File: src/rtl/dma_copy.sv
// rtl/dma_copy.sv - single-channel memory-to-memory copy engine, one 64-bit beat at a time
module dma_copy #(
  parameter logic [3:0] ID = 4'd0
) (
  input  logic        clk,
  input  logic        rst_bar,
  input  logic [79:0] cmd_msg,
  input  logic        cmd_val,
  output logic        cmd_rdy,
  output logic [1:0]  done_msg,
  output logic        done_val,
  input  logic        done_rdy,
  output logic [43:0] r_master0_ar_msg,
  output logic        r_master0_ar_val,
  input  logic        r_master0_ar_rdy,
  input  logic [70:0] r_master0_r_msg,
  input  logic        r_master0_r_val,
  output logic        r_master0_r_rdy,
  output logic [43:0] w_master0_aw_msg,
  output logic        w_master0_aw_val,
  input  logic        w_master0_aw_rdy,
  output logic [72:0] w_master0_w_msg,
  output logic        w_master0_w_val,
  input  logic        w_master0_w_rdy,
  input  logic [5:0]  w_master0_b_msg,
  input  logic        w_master0_b_val,
  output logic        w_master0_b_rdy
);

  typedef enum logic [2:0] {IDLE, RD_ADDR, RD_DATA, WR, WR_RESP, DONE} state_t;

  state_t      state_q, state_d;
  logic [31:0] src_q, src_d, dst_q, dst_d;
  logic [15:0] rem_q, rem_d;
  logic [63:0] buf_q, buf_d;
  logic [1:0]  status_q, status_d;
  logic        aw_pend_q, aw_pend_d, w_pend_q, w_pend_d;
  logic        cmd_rdy_q, cmd_rdy_d;

  // Returned IDs and read last are deliberately ignored.
  logic unused_ok;
  assign unused_ok = ^{r_master0_r_msg[70:67], r_master0_r_msg[0], w_master0_b_msg[5:2]};

  always_ff @(posedge clk or negedge rst_bar) begin
    if (!rst_bar) begin
      state_q   <= IDLE;
      src_q     <= '0;
      dst_q     <= '0;
      rem_q     <= '0;
      buf_q     <= '0;
      status_q  <= '0;
      aw_pend_q <= 1'b0;
      w_pend_q  <= 1'b0;
      cmd_rdy_q <= 1'b0;
    end else begin
      state_q   <= state_d;
      src_q     <= src_d;
      dst_q     <= dst_d;
      rem_q     <= rem_d;
      buf_q     <= buf_d;
      status_q  <= status_d;
      aw_pend_q <= aw_pend_d;
      w_pend_q  <= w_pend_d;
      cmd_rdy_q <= cmd_rdy_d;
    end
  end

  always_comb begin
    state_d = state_q;
    case (state_q)
      IDLE:    if (cmd_val && cmd_rdy_q) state_d = (cmd_msg[15:0] == 16'd0) ? DONE : RD_ADDR;
      RD_ADDR: if (r_master0_ar_rdy) state_d = RD_DATA;
      RD_DATA: if (r_master0_r_val) state_d = WR;
      WR:      if ((!aw_pend_q || w_master0_aw_rdy) && (!w_pend_q || w_master0_w_rdy)) state_d = WR_RESP;
      WR_RESP: if (w_master0_b_val) state_d = (rem_q == 16'd1) ? DONE : RD_ADDR;
      DONE:    if (done_rdy) state_d = IDLE;
      default: state_d = IDLE;
    endcase
  end

  always_comb begin
    src_d     = src_q;
    dst_d     = dst_q;
    rem_d     = rem_q;
    buf_d     = buf_q;
    status_d  = status_q;
    aw_pend_d = aw_pend_q;
    w_pend_d  = w_pend_q;
    // Registered so cmd_rdy stays low through reset and rises one edge after release.
    cmd_rdy_d = (state_d == IDLE);
    case (state_q)
      IDLE: begin
        if (cmd_val && cmd_rdy_q) begin
          src_d    = cmd_msg[79:48];
          dst_d    = cmd_msg[47:16];
          rem_d    = cmd_msg[15:0];
          status_d = 2'b00;
        end
      end
      RD_DATA: begin
        if (r_master0_r_val) begin
          buf_d     = r_master0_r_msg[66:3];
          aw_pend_d = 1'b1;
          w_pend_d  = 1'b1;
          if (r_master0_r_msg[2:1] > status_q) status_d = r_master0_r_msg[2:1];
        end
      end
      WR: begin
        if (w_master0_aw_rdy) aw_pend_d = 1'b0;
        if (w_master0_w_rdy)  w_pend_d  = 1'b0;
      end
      WR_RESP: begin
        if (w_master0_b_val) begin
          src_d = src_q + 32'd8;
          dst_d = dst_q + 32'd8;
          rem_d = rem_q - 16'd1;
          if (w_master0_b_msg[1:0] > status_q) status_d = w_master0_b_msg[1:0];
        end
      end
      default: ;
    endcase
  end

  always_comb begin
    cmd_rdy          = cmd_rdy_q;
    done_val         = (state_q == DONE);
    done_msg         = status_q;
    r_master0_ar_val = (state_q == RD_ADDR);
    r_master0_ar_msg = {r_master0_ar_val ? ID : 4'd0, src_q[31:3], 3'b000, 8'd0};
    r_master0_r_rdy  = (state_q == RD_DATA);
    w_master0_aw_val = aw_pend_q;
    w_master0_aw_msg = {aw_pend_q ? ID : 4'd0, dst_q[31:3], 3'b000, 8'd0};
    w_master0_w_val  = w_pend_q;
    w_master0_w_msg  = {buf_q, w_pend_q ? 8'hFF : 8'h00, w_pend_q};
    w_master0_b_rdy  = (state_q == WR_RESP);
  end

endmodule

File: config.mk
export PLATFORM = sky130hd
export DESIGN_NAME = dma_copy
export DESIGN_NICKNAME = d
export VERILOG_FILES = /design/src/rtl/dma_copy.sv
export SDC_FILE = /design/constraint.sdc
export NUM_CORES = 1
export LEC_CHECK = 0
export CORE_UTILIZATION = 43
export DETAILED_ROUTE_END_ITERATION = 12
export PLACE_DENSITY_LB_ADDON = 0.2
export SYNTH_ARGS = -nofsm -noshare
export SYNTH_HDL_FRONTEND = slang
export SYNTH_SLANG_ARGS = --single-unit
File: constraint.sdc
create_clock -name clk -period 3 [get_ports clk]
set_clock_uncertainty 0.2 [all_clocks]
set_input_delay 0.6 -clock clk [delete_from_list [all_inputs] [get_ports clk]]
set_output_delay 0.6 -clock clk [all_outputs]
set_load 0.005 [all_outputs]
==> summary.log <==
INFO  layout         post_route_cells_drive_above_1_share=12.81%
INFO  global_route   grtUsageTotal=26.06%
INFO  logic_synthesis seq_total_area_yosys=45.98%
INFO  detailed_routing detail-route-antenna-nets=0
INFO  logic_synthesis ys_ff_latch=146
INFO  clock_tree     clock_sinks=146
INFO  detailed_routing dr.pass1.iters=5
INFO  global_route   via_count_of_the_first_global_routing_pass=6881
INFO  logic_synthesis async_reset_ff_share=100.0%
INFO  critical_path  critical_path.n_buffers_inverters=2
INFO  floorplanning  floorplan.die.width=137.9um
INFO  clock_tree     cts_max_path_buffers=2
INFO  placed_design  dp_hpwl=18640um
INFO  logic_synthesis syn_area=0.007946mm^2
INFO  clock_tree     worst_setup_hold_path_clk_slew=0.06ns
INFO  sta            fin_crit=2.881ns
INFO  logic_synthesis synth_cells=832
INFO  floorplanning  pin_count=336
INFO  critical_path  critical_path.max_stage_delay=0.57ns
INFO  critical_path  critical_path.startpoint_type=flop
INFO  sta            finalSetupViolations=0
INFO  sta            grt_setup_unrepaired=no
INFO  global_route   grt_pass1_wl=37670um
INFO  floorplanning  fp-row-count=49
INFO  layout         finalNetCount=1277
INFO  logic_synthesis synthDistinctLibCells=61
INFO  clock_tree     clock_tree.root_cell=sky130_fd_sc_hd__clkbuf_16
INFO  logic_synthesis synth_top_area_share=45.98%
INFO  floorplanning  starting_density_of_the_core=44.09%
INFO  floorplanning  fp.coreArea=0.01802mm^2
INFO  clock_tree     clock_insertion_delay_worst_skew=0.41ns
INFO  sta            hold_violations=0
INFO  floorplanning  floorplan.die_area=0.01903mm^2
INFO  sta            clock.fmax=0.3471GHz
INFO  detailed_routing wirelength=25310um
INFO  detailed_routing detail_route.vias_per_cell=5.556
INFO  critical_path  crit_path_slowest_cell=sky130_fd_sc_hd__clkdlybuf4s50_1
INFO  detailed_routing average_wire_length_per_cell_after_detail_routing=18.80um
INFO  global_route   congestion_overflow_gr=0
INFO  layout         multi_input_area=0.003821mm^2
INFO  outcome        run_status=completed
INFO  power_and_ir_drop p_per_area=949.3mW/mm^2
INFO  sta            tns=0ns
INFO  clock_tree     htree_num_levels=4
INFO  global_route   antenna_found_initial=1
INFO  placed_design  port_buffer_cells=290
INFO  layout         n_fill_cell=1583
INFO  sta            fin_crit_sh=96.02%
INFO  min_path       min_path_type=reg -> reg
INFO  detailed_routing drc_errors=0
INFO  critical_path  worst_setup_path_end_kind=output pin
INFO  critical_path  arrival=2.08ns
INFO  critical_path  worst-endpoint-required=2.20ns
INFO  sta            worstMarginPinSlew=0.6378ns
INFO  layout         sequential_cell_area=0.003656mm^2
INFO  logic_synthesis synthTopCellsByArea=sky130_fd_sc_hd__dfrtp_1 (46%), sky130_fd_sc_hd__mux2_2 (9.5%), sky130_fd_sc_hd__a21oi_1 (4.1%), sky130_fd_sc_hd__buf_4 (3.7%), sky130_fd_sc_hd__nand2_1 (3.4%)
INFO  layout         layout-area-overhead-vs-synth=46.62%
INFO  detailed_routing drt_first_iter_violations=464
INFO  global_route   grt_max_degree=83
INFO  critical_path  critical_path.max_fanout=11
INFO  logic_synthesis postSynthAreaPerCell=9.551um^2
INFO  clock_tree     number_of_buffers_added_by_the_clock_tree_synthesis_step=17
INFO  detailed_routing detailroute.via_count=7478
INFO  power_and_ir_drop static-leakage-power=4.649nW
INFO  flow_run       cap_violations=0
INFO  sta            worst_relative_slew_slack=57.48%
INFO  logic_synthesis synthDominantAreaCellType=sky130_fd_sc_hd__dfrtp_1
INFO  layout         final_core_util=64.64%
INFO  clock_tree     cts_tree=built
INFO  floorplanning  die_y=137.9um
INFO  power_and_ir_drop ir_drop=0.5528mV
INFO  logic_synthesis synthFlopType=sky130_fd_sc_hd__dfrtp_1
INFO  sta            drv_slew=0
INFO  placed_design  gp_routability_congestion=0.8707
INFO  critical_path  timing_worst_setup_path_type=reg -> out
INFO  logic_synthesis number_of_warnings_printed_during_yosys_synthesis=0
INFO  logic_synthesis synth-edff-count=0
INFO  critical_path  crit_path_cell_trace=or3b_2 -> clkinv_2 -> clkdlybuf4s50_1
INFO  critical_path  critPathTopFamily=buffers and inverters
final timing paths:
path                              endpoint  depth (start not counted)  startpoint  slack, ns
hold / removal                   buf_q[14]                          1   buf_q[14]       0.30
hold reg to reg                  buf_q[14]                          1   buf_q[14]       0.30
min in group asynchronous        buf_q[47]                          2     rst_bar       0.58
max in group asynchronous       state_q[1]                          3     rst_bar       1.21
setup reg to reg                 rem_q[13]                          6  state_q[1]       0.55
setup / recovery           w_master0_b_rdy                          3  state_q[1]       0.12
final cells by class:
cell class,instances,area share (%)
diodes,1,0.02148
clock buffers,18,3.769
clock inverters,14,1.750
inverters,21,0.6873
multi-input cells,603,32.80
flip-flops and latches,146,31.38
well taps,229,2.459
repair buffers,314,27.14
what timing repair did:
| action | in CTS | in global routing |
|---|---|---|
| endpoints found under the hold margin | 8 | 0 |
| endpoints found under the setup margin | 0 | 2 |
| hold buffers | 1 | 0 |
| resized for setup | 0 | 3 |
| setup buffers | 0 | 0 |
placed cells by master (no fill, tap or decap), drive strengths merged, types with 9 or more instances in the layout:
master,instances
o21ai,50
mux2,67
o22ai,14
clkbuf,18
nand3,34
a2bb2oi,10
and3,13
a31oi,12
a21oi,65
clkdlybuf4s50,289
nand2,71
buf,24
o32ai,10
nor2,60
nor4,16
nor3,23
a211oi,9
nand4,19
inv,23
a22oi,10
dfrtp,146
conb,30
logic make-up (layout without fill, tap and decap cells):
kind of cell | count (synthesis) | in the layout | synth area share, %
simple gates | 273 | 273 | 17.54
compound gates | 220 | 220 | 17.54
flops | 146 | 146 | 45.98
buf+inv | 112 | 367 | 7.511
mux | 72 | 72 | 10.12
fa+ha+maj | 8 | 8 | 1.260
other cells | 1 | 31 | 0.04719
layer usage:
metal	up-vias	share of wire (%)	GRT usage [%]
met4	0	1.2	7.126
li1	3551	-	-
met3	17	8.6	7.566
met5	-	0	0
met2	282	48	42.50
met1	3628	42	33.57
through the flow:
step | hold slack (ns) | instances | power [mW] | setup WS [ns] | instance area (um^2)
3_5_place_dp | 0.2939 | 1312 | 8.794 | 0.2703 | 10990
5_1_grt | 0.3192 | 1346 | 11.78 | 0.04062 | 11650
4_1_cts | 0.3076 | 1345 | 11.14 | 0.06798 | 11640
2_1_floorplan | 0.1044 | 861 | 5.990 | 0.8225 | 8055
3_3_place_gp | 0.2871 | 1312 | 8.651 | 0.3057 | 10990
6_report | 0.3033 | 1346 | 11.06 | 0.1193 | 11650
state kept, by name (all words and copies together), names as in the netlist:
register	cells
buf_q	64
dst_q	29
src_q	29
rem_q	16
state_q	3
done_msg	2
cmd_rdy	1
w_master0_aw_val	1
w_master0_w_val	1
where the power goes:
| part | internal, mW | leakage [nW] | total, mW | switching [mW] |
|---|---|---|---|---|
| registers | 2.95 | 1.71 | 3.91 | 0.961 |
| logic | 2.88 | 2.63 | 4.85 | 1.97 |
| clock network | 1.43 | 0.309 | 2.30 | 0.866 |
synthesized netlist by cell type (19+ instances only):
library cell	number
sky130_fd_sc_hd__buf_4	39
sky130_fd_sc_hd__mux2_2	67
sky130_fd_sc_hd__dfrtp_1	146
sky130_fd_sc_hd__buf_2	24
sky130_fd_sc_hd__nand2_1	71
sky130_fd_sc_hd__a21oi_1	65
sky130_fd_sc_hd__nand3_1	34
sky130_fd_sc_hd__inv_1	20
sky130_fd_sc_hd__clkbuf_1	22
sky130_fd_sc_hd__nor2_1	60
sky130_fd_sc_hd__o21ai_0	39
sky130_fd_sc_hd__nor3_1	19
worst reg2reg max path: stages (launching register included):
cell and delay (ns):
sky130_fd_sc_hd__dfrtp_2 0.47, sky130_fd_sc_hd__or3b_2 0.52, sky130_fd_sc_hd__clkinv_2 0.12, sky130_fd_sc_hd__buf_12 0.31, sky130_fd_sc_hd__and3_1 0.41, sky130_fd_sc_hd__a31oi_1 0.12, sky130_fd_sc_hd__o22a_1 0.21
Note: power is estimated with default switching activity, not from simulation.
